$ cat src/rtl/rgb_pwm_fader.sv
// rgb_pwm_fader: ramps three LED levels toward accepted targets and drives active-low PWM pins.
// Define GAMMA_CORRECT_EN to use squared (perceptual) duty instead of linear duty.
module rgb_pwm_fader #(
  parameter int PWM_BITS = 8,
  parameter int FADE_DIV = 12000
) (
  input  logic                clk,
  input  logic                rst_n,
  input  logic                color_valid,
  output logic                color_ready,
  input  logic [PWM_BITS-1:0] target_r,
  input  logic [PWM_BITS-1:0] target_g,
  input  logic [PWM_BITS-1:0] target_b,
  output logic                fade_done,
  output logic                RGB_R,
  output logic                RGB_G,
  output logic                RGB_B
);
  localparam int FW = (FADE_DIV > 1) ? $clog2(FADE_DIV) : 1;
  typedef enum logic {IDLE, FADING} state_t;
  state_t              state_q, state_d;
  logic                ready_q, ready_d, done_q, done_d;
  logic [2:0]          pin_q, pin_d;
  logic [PWM_BITS-1:0] pwm_cnt_q, pwm_cnt_d;
  logic [FW-1:0]       fade_cnt_q, fade_cnt_d;
  logic [PWM_BITS-1:0] level_q[3], level_d[3], target_q[3], target_d[3];
  logic [PWM_BITS-1:0] duty_q[3], duty_d[3], tgt_in[3];
  logic                accept, tick, wrap, at_target;

  always_comb begin
    tgt_in[0]  = target_r;
    tgt_in[1]  = target_g;
    tgt_in[2]  = target_b;
    accept     = color_valid && ready_q;
    tick       = fade_cnt_q == FW'(FADE_DIV - 1);
    wrap       = pwm_cnt_q == '1;
    pwm_cnt_d  = pwm_cnt_q + 1'b1;
    fade_cnt_d = (state_q == FADING && !tick) ? fade_cnt_q + 1'b1 : '0;
    at_target  = 1'b1;
    for (int i = 0; i < 3; i++) at_target = at_target && (level_q[i] == target_q[i]);
    state_d    = state_q;
    done_d     = 1'b0;
    // ready drops on accept and returns one cycle after the done pulse
    ready_d    = state_q == IDLE && !accept;
    if (state_q == IDLE && accept) state_d = FADING;
    if (state_q == FADING && at_target) begin
      state_d = IDLE;
      done_d  = 1'b1;
    end
    for (int i = 0; i < 3; i++) begin
      target_d[i] = accept ? tgt_in[i] : target_q[i];
      level_d[i]  = (state_q == FADING && tick && level_q[i] != target_q[i]) ?
                    (level_q[i] < target_q[i] ? level_q[i] + 1'b1 : level_q[i] - 1'b1) : level_q[i];
`ifdef GAMMA_CORRECT_EN
      duty_d[i]   = wrap ? PWM_BITS'(({{PWM_BITS{1'b0}}, level_q[i]} *
                                      {{PWM_BITS{1'b0}}, level_q[i]}) >> PWM_BITS) : duty_q[i];
`else
      duty_d[i]   = wrap ? level_q[i] : duty_q[i];
`endif
      pin_d[i]    = !(pwm_cnt_q < duty_q[i]);
    end
  end

  always_ff @(posedge clk or negedge rst_n) begin
    if (!rst_n) begin
      state_q    <= IDLE;
      ready_q    <= 1'b1;
      done_q     <= 1'b0;
      pin_q      <= 3'b111;
      pwm_cnt_q  <= '0;
      fade_cnt_q <= '0;
      level_q    <= '{default: '0};
      target_q   <= '{default: '0};
      duty_q     <= '{default: '0};
    end else begin
      state_q    <= state_d;
      ready_q    <= ready_d;
      done_q     <= done_d;
      pin_q      <= pin_d;
      pwm_cnt_q  <= pwm_cnt_d;
      fade_cnt_q <= fade_cnt_d;
      level_q    <= level_d;
      target_q   <= target_d;
      duty_q     <= duty_d;
    end
  end

  assign color_ready = ready_q;
  assign fade_done   = done_q;
  assign RGB_R       = pin_q[0];
  assign RGB_G       = pin_q[1];
  assign RGB_B       = pin_q[2];
endmodule

$ cat config.mk
export PLATFORM = sky130hd
export DESIGN_NAME = rgb_pwm_fader
export DESIGN_NICKNAME = d
export VERILOG_FILES = /design/src/rtl/rgb_pwm_fader.sv
export SDC_FILE = /design/constraint.sdc
export NUM_CORES = 1
export LEC_CHECK = 0
export CORE_ASPECT_RATIO = 0.5
export CORE_UTILIZATION = 25
export CTS_CLUSTER_SIZE = 8
export DETAILED_ROUTE_END_ITERATION = 10
export MAX_ROUTING_LAYER = met4
export PLACE_DENSITY_LB_ADDON = 0.3
export SKIP_CTS_REPAIR_TIMING = 1
export SLEW_MARGIN = 25
export SYNTH_ARGS = -nofsm -noshare
export SYNTH_HDL_FRONTEND = slang
export SYNTH_SLANG_ARGS = --single-unit
$ cat constraint.sdc
create_clock -name clk -period 3.45 [get_ports clk]
set_input_delay 0.5175 -clock clk [delete_from_list [all_inputs] [get_ports clk]]
set_output_delay 0.5175 -clock clk [all_outputs]
set_load 0.005 [all_outputs]
==> metrics.md, run 1 <==
| Metric | Value |
|---|---|
| Setup Viol. Count Final | `0` |
| Largest net degree at the start of global routing | `101` |
| DR WL/cell | `12.04 um` |
| Crit-path slowest cell | `a221o_1` |
| Area Overhead vs Synth | `17.53%` |
| Synth Net Count | `640` |
| CP peak stage delay | `0.49 ns` |
| Fillers | `2335` |
| Mapped Cells | `545` |
| Max-cap violations | `0` |
| Cell-by-cell trace of the critical path | `ha_1 > and3_4 > a221o_1 > a221o_1 > ha_1 > a211oi_1 > o211ai_1 > nand2_1 > xor2_1 > nor2_1 > xor2_1` |
| Worst slew margin | `0.6173` |
| Actual slew at the worst max-slew pin | `0.5740 ns` |
| Initial antenna violation count | `0` |
| Total Wirelength | `10660 um` |
| RSZ-0062 raised after global routing | `false` |
| Crit end category | `flop` |
| Die H | `107.6 um` |
| Worst-Skew Late Latency | `0.35 ns` |
| HPWL Detailed | `7958 um` |
| Power Density | `419.8 mW/mm2` |
| Vias per cell | `4.262` |
| Flops & latches, synth | `100` |
| Endpoints failing hold | `0` |
| Drt first pass iters | `4` |
| Clock buffer depth | `2` |
| Vias in the first global route | `3820` |
| Outcome | `complete, no violations` |
| Share of layout cells above drive strength 1 | `0.09915` |
| Yosys warning count | `0` |
| Max Clk Rate | `318.6 MHz` |
| Mapped Area | `0.005575 mm2` |
| CP max FO | `8` |
| Clock transition at path regs | `0.08 ns` |
| WS Path Type | `reg -> reg` |
| Final Cycle Share | `0.9099` |
| Die W | `213.2 um` |
| Sequential-to-total area share from yosys stat | `0.4497` |
| Max Slew Vio Count | `0` |
| Num ports | `32` |
| Worst Slack Setup Final | `0.3109 ns` |
| Setup WS pre-CTS | `0.3131 ns` |
| Std cell rows | `38` |
| Fin crit period | `3.139 ns` |
| Fraction of registers with async set/reset | `1.000` |
| Min-Delay Path Class | `in -> async` |
| Effective utilization at floorplan | `0.2560` |
| CTS Buf Count | `9` |
| Worst EP required | `3.69 ns` |
| DRC | `0` |
| Final setup skew | `0.01219 ns` |
| First-pass GRT wire length | `18600 um` |
| CTS tree | `yes` |
| Syn Area/Cell | `10.23 um2` |
| Maximum VDD drop | `0.2039 mV` |
| Arr. time, crit path | `3.38 ns` |
| Congestion Overflow GR | `0` |
| TNS Setup | `0 ns` |
| Post-synth EDFFs | `0` |
| Full die area | `0.02294 mm2` |
| Commonest non-fill, non-tap cells in the layout | `dfrtp_1 (96), nand2_1 (69), ha_1 (65)` |
| GR Util All Layers | `0.1062` |
| Top_reg_cell synth | `dfrtp_1` |
| Leakage | `3.064 nW` |
| Commonest non-fill, non-tap cell in the layout | `dfrtp_1` |
| Placer congestion estimate | `0.7969` |
| Synth cell types | `37` |
| Cell family with most CP delay | `compound AO/OA/AOI/OAI gates` |
| CP bufs+invs | `0` |
| Clock sinks | `100` |
| DRT iter0 DRCs | `195` |
| Port Buffers | `31` |
| Root buffer cell | `clkbuf_16` |
| CTS HTree Levels | `3` |
| Post-route ant nets | `0` |
| CP startpoint kind | `flop` |
| Vias | `3772` |
| Diodes inserted | `0` |
| Nets@finish | `675` |
| Core region area | `0.02178 mm2` |
-- layer usage --
| layer | share of wire | track usage |
|---|---|---|
| met5 | 0 | - |
| met4 | 0.012 | 0.03010 |
| met3 | 0.023 | 0.02625 |
| met2 | 0.44 | 0.1598 |
| met1 | 0.52 | 0.1416 |
-- report_power, final --
part | internal [mW] | switching, mW | total, mW
logic | 0.194 | 0.178 | 0.372
registers | 1.29 | 0.0673 | 1.35
clock network | 0.570 | 0.456 | 1.03
total | 2.05 | 0.702 | 2.75
-- path summary, 6_finish.rpt --
check | startpoint | end | slack (ns) | cells after the start
setup / recovery | level_q[10] | level_q[15] | 0.31 | 11
hold / removal | rst_n | target_q[5] | 0.19 | 2
setup reg to reg | level_q[10] | level_q[15] | 0.31 | 11
hold reg to reg | state_q | color_ready | 0.48 | 1
max in group asynchronous | rst_n | pin_q[0] | 2.80 | 2
min in group clk | state_q | color_ready | 0.48 | 1
-- registers in the layout, indices dropped and copies added (netlist names) --
register and flops:
color_ready 1, state_q 1, level_q 24, duty_q 24, fade_cnt_q 14, fade_done 1
pwm_cnt_q 8, pin_q 3, target_q 24
-- through the flow --
stage          hold slack [ns]  power [mW]  utilization  instances  cell area [um2]
5_1_grt                 0.2269       2.914       0.3009        885             6553
4_1_cts                 0.2480       2.808       0.3009        885             6553
6_report                0.1878       2.751       0.3009        885             6553
2_1_floorplan           0.2219       1.620            -        545             5575
3_5_place_dp            0.4817       1.756       0.2872        869             6255
3_3_place_gp            0.4850       1.741       0.2872        869             6255
-- kinds of logic after synthesis --
| logic type | after synthesis | share of synthesized area |
|---|---|---|
| DFF | 100 | 0.4497 |
| muxes | 30 | 0.06059 |
| and+or+nand+nor | 140 | 0.1165 |
| adders and majority gates | 68 | 0.1566 |
| AOI/OAI and AO/OA | 107 | 0.1115 |
| xor gates and xnor gates | 41 | 0.06441 |
| buffers and inverters | 59 | 0.04062 |
-- area by class of cell --
| type | count | area [um2] | area share |
|---|---|---|---|
| Clock buffer | 10 | 229.0 | 0.03494 |
| Inverter | 48 | 180.2 | 0.02750 |
| Sequential cell | 100 | 2507 | 0.3827 |
| Multi-Input combinational cell | 386 | 2841 | 0.4336 |
| Tap cell | 300 | 375.4 | 0.05728 |
| Clock inverter | 6 | 68.82 | 0.01050 |
| Timing Repair Buffer | 35 | 350.3 | 0.05347 |
-- synthesized netlist by cell type (4+ instances only) --
master | count | area, um2
inv_1 | 48 | 180.2
ha_1 | 65 | 813.3
nand2b_1 | 4 | 25.02
clkbuf_1 | 6 | 22.52
nor2_1 | 28 | 105.1
nand3_1 | 16 | 80.08
o21ai_1 | 13 | 65.06
buf_2 | 4 | 20.02
o21ai_0 | 35 | 175.2
dfrtp_1 | 96 | 2402
dfstp_2 | 4 | 105.1
o21a_1 | 4 | 30.03
mux2_2 | 30 | 337.8
nand2_1 | 69 | 259.0
xor2_1 | 26 | 227.7
xnor2_1 | 15 | 131.4
a21oi_1 | 27 | 135.1
nand4_1 | 6 | 37.54
a21o_1 | 13 | 97.59
and3_1 | 4 | 25.02
a211oi_1 | 4 | 30.03
(Power assumes the default switching activity.)
==> run 2: changes to the inputs <==
Settings changed: CELL_PAD_IN_SITES_DETAIL_PLACEMENT set to 1, CELL_PAD_IN_SITES_GLOBAL_PLACEMENT set to 1.
==> run 2 against run 1 <==
Compared with the run above: combinational power barely moved; wire length is 10% higher; global-route usage up 1.2 points; hold slack worse by 0.0021 ns; clock skew decreased by 0.0017 ns; critical endpoint unchanged.
==> metrics.md, run 2 (synthesized netlist as in run 1, its figures left out) <==
| Metric | Value |
|---|---|
| Outcome | `complete, no violations` |
| Final setup skew | `0.01053 ns` |
| Arr. time, crit path | `3.39 ns` |
| Root buffer cell | `clkbuf_16` |
| Share of layout cells above drive strength 1 | `0.1009` |
| Effective utilization at floorplan | `0.2560` |
| CP peak stage delay | `0.50 ns` |
| Std cell rows | `38` |
| Leakage | `3.067 nW` |
| Num ports | `32` |
| Placer congestion estimate | `0.8089` |
| Cell family with most CP delay | `compound AO/OA/AOI/OAI gates` |
| GR Util All Layers | `0.1184` |
| First-pass GRT wire length | `20760 um` |
| Congestion Overflow GR | `0` |
| Diodes inserted | `0` |
| Worst EP required | `3.69 ns` |
| DRC | `0` |
| Commonest non-fill, non-tap cell in the layout | `dfrtp_1` |
| Maximum VDD drop | `0.1967 mV` |
| Clock transition at path regs | `0.08 ns` |
| CTS Buf Count | `9` |
| WS Path Type | `reg -> reg` |
| Total Wirelength | `11740 um` |
| Initial antenna violation count | `0` |
| Final Cycle Share | `0.9134` |
| Cell-by-cell trace of the critical path | `ha_1 > and3_4 > a221o_1 > a221o_1 > ha_1 > a211oi_1 > o211ai_1 > nand2_1 > xor2_1 > nor2_1 > xor2_1` |
| Max-cap violations | `0` |
| Die H | `107.6 um` |
| Worst r2r src | `level_q[10]` |
| Vias per cell | `4.434` |
| CTS tree | `yes` |
| CP startpoint kind | `flop` |
| Max Clk Rate | `317.3 MHz` |
| Critical path depth in cells | `11` |
| Nets@finish | `675` |
| Setup Viol. Count Final | `0` |
| Worst setup path startpoint | `level_q[10]` |
| Drt first pass iters | `4` |
| Area Overhead vs Synth | `17.44%` |
| Min-Delay Path Class | `in -> async` |
| Full die area | `0.02294 mm2` |
| CTS HTree Levels | `3` |
| CP max FO | `8` |
| Fillers | `2492` |
| Power Density | `419.5 mW/mm2` |
| Top flop regs | `duty_q: 24 flops, level_q: 24 flops, target_q: 24 flops` |
| Port Buffers | `31` |
| CP bufs+invs | `0` |
| Critical path capture point | `level_q[15]` |
| Worst slew margin | `0.5811` |
| R2R cell count | `11` |
| Actual slew at the worst max-slew pin | `0.6284 ns` |
| Clock sinks | `100` |
| TNS Setup | `0 ns` |
| Die W | `213.2 um` |
| R2r setup slk | `0.30 ns` |
| Vias in the first global route | `4161` |
| Reg2reg end | `level_q[15]` |
| Largest net degree at the start of global routing | `55` |
| Clock buffer depth | `2` |
| Commonest non-fill, non-tap cells in the layout | `dfrtp_1 (96), nand2_1 (69), ha_1 (65)` |
| Core region area | `0.02178 mm2` |
| Max Slew Vio Count | `0` |
| Endpoints failing hold | `0` |
| Crit-path slowest cell | `a221o_1` |
| Core Util, Final | `0.3007` |
| Post-route ant nets | `0` |
| HPWL Detailed | `8935 um` |
| Crit end category | `flop` |
| Fin crit period | `3.151 ns` |
| DR WL/cell | `13.26 um` |
| RSZ-0062 raised after global routing | `false` |
| Vias | `3924` |
| Worst-Skew Late Latency | `0.36 ns` |
| DRT iter0 DRCs | `136` |
-- run 2: cell count changes in the layout (fill, tap and decap cells not counted) --
cell        previous run  this run
bufinv_16              1         0
clkbuf_1               1         0
clkbuf_8               0         1
clkinv_4               0         1
clkinvlp_4             1         0
inv_6                  3         2
inv_8                  0         2
-- run 2: through the flow --
| stage | hold slack [ns] | worst slack [ns] | instance area (um2) | power (mW) | std cells |
|---|---|---|---|---|---|
| after global routing | 0.2218 | 0.08026 | 6548 | 2.925 | 885 |
| final | 0.1857 | 0.2989 | 6548 | 2.747 | 885 |
| after detailed placement | 0.4900 | 0.2972 | 6255 | 1.762 | 869 |
| after global placement | 0.4753 | 0.3487 | 6255 | 1.745 | 869 |
| after floorplan | 0.2219 | 0.5419 | 5575 | 1.620 | 545 |
| after CTS | 0.2015 | 0.2919 | 6548 | 2.807 | 885 |
-- run 2: routing by layer --
layer	GRT usage	vias up	part of all wire
li1	-	1936	-
met1	0.1578	1953	0.52
met2	0.1817	27	0.45
met3	0.02800	8	0.023
met4	0.02755	0	0.0081
met5	-	-	0
-- run 2: cell type report --
cell class	count	area, um2	area share
Clock inverter	6	53.80	0.008217
Sequential cell	100	2507	0.3830
Multi-Input combinational cell	386	2841	0.4340
Inverter	48	180.2	0.02752
Timing Repair Buffer	35	350.3	0.05351
Clock buffer	10	239.0	0.03650
Tap cell	300	375.4	0.05733
-- run 2: where the power goes --
group / switching [mW] / internal [mW] / total (mW) / leakage [nW]
combinational: 0.180 / 0.193 / 0.373 / 1.62
sequential: 0.0694 / 1.28 / 1.35 / 1.30
clock: 0.494 / 0.525 / 1.02 / 0.147
-- run 2: how the worst min path moves through the flow --
stage,depth (start not counted),start,end
4_1_cts,1,rst_n,fade_cnt_q[4]
3_3_place_gp,1,state_q,color_ready
3_5_place_dp,1,state_q,color_ready
5_1_grt,1,rst_n,fade_cnt_q[4]
6_report,1,rst_n,fade_cnt_q[10]
2_1_floorplan,0,rst_n,duty_q[0]
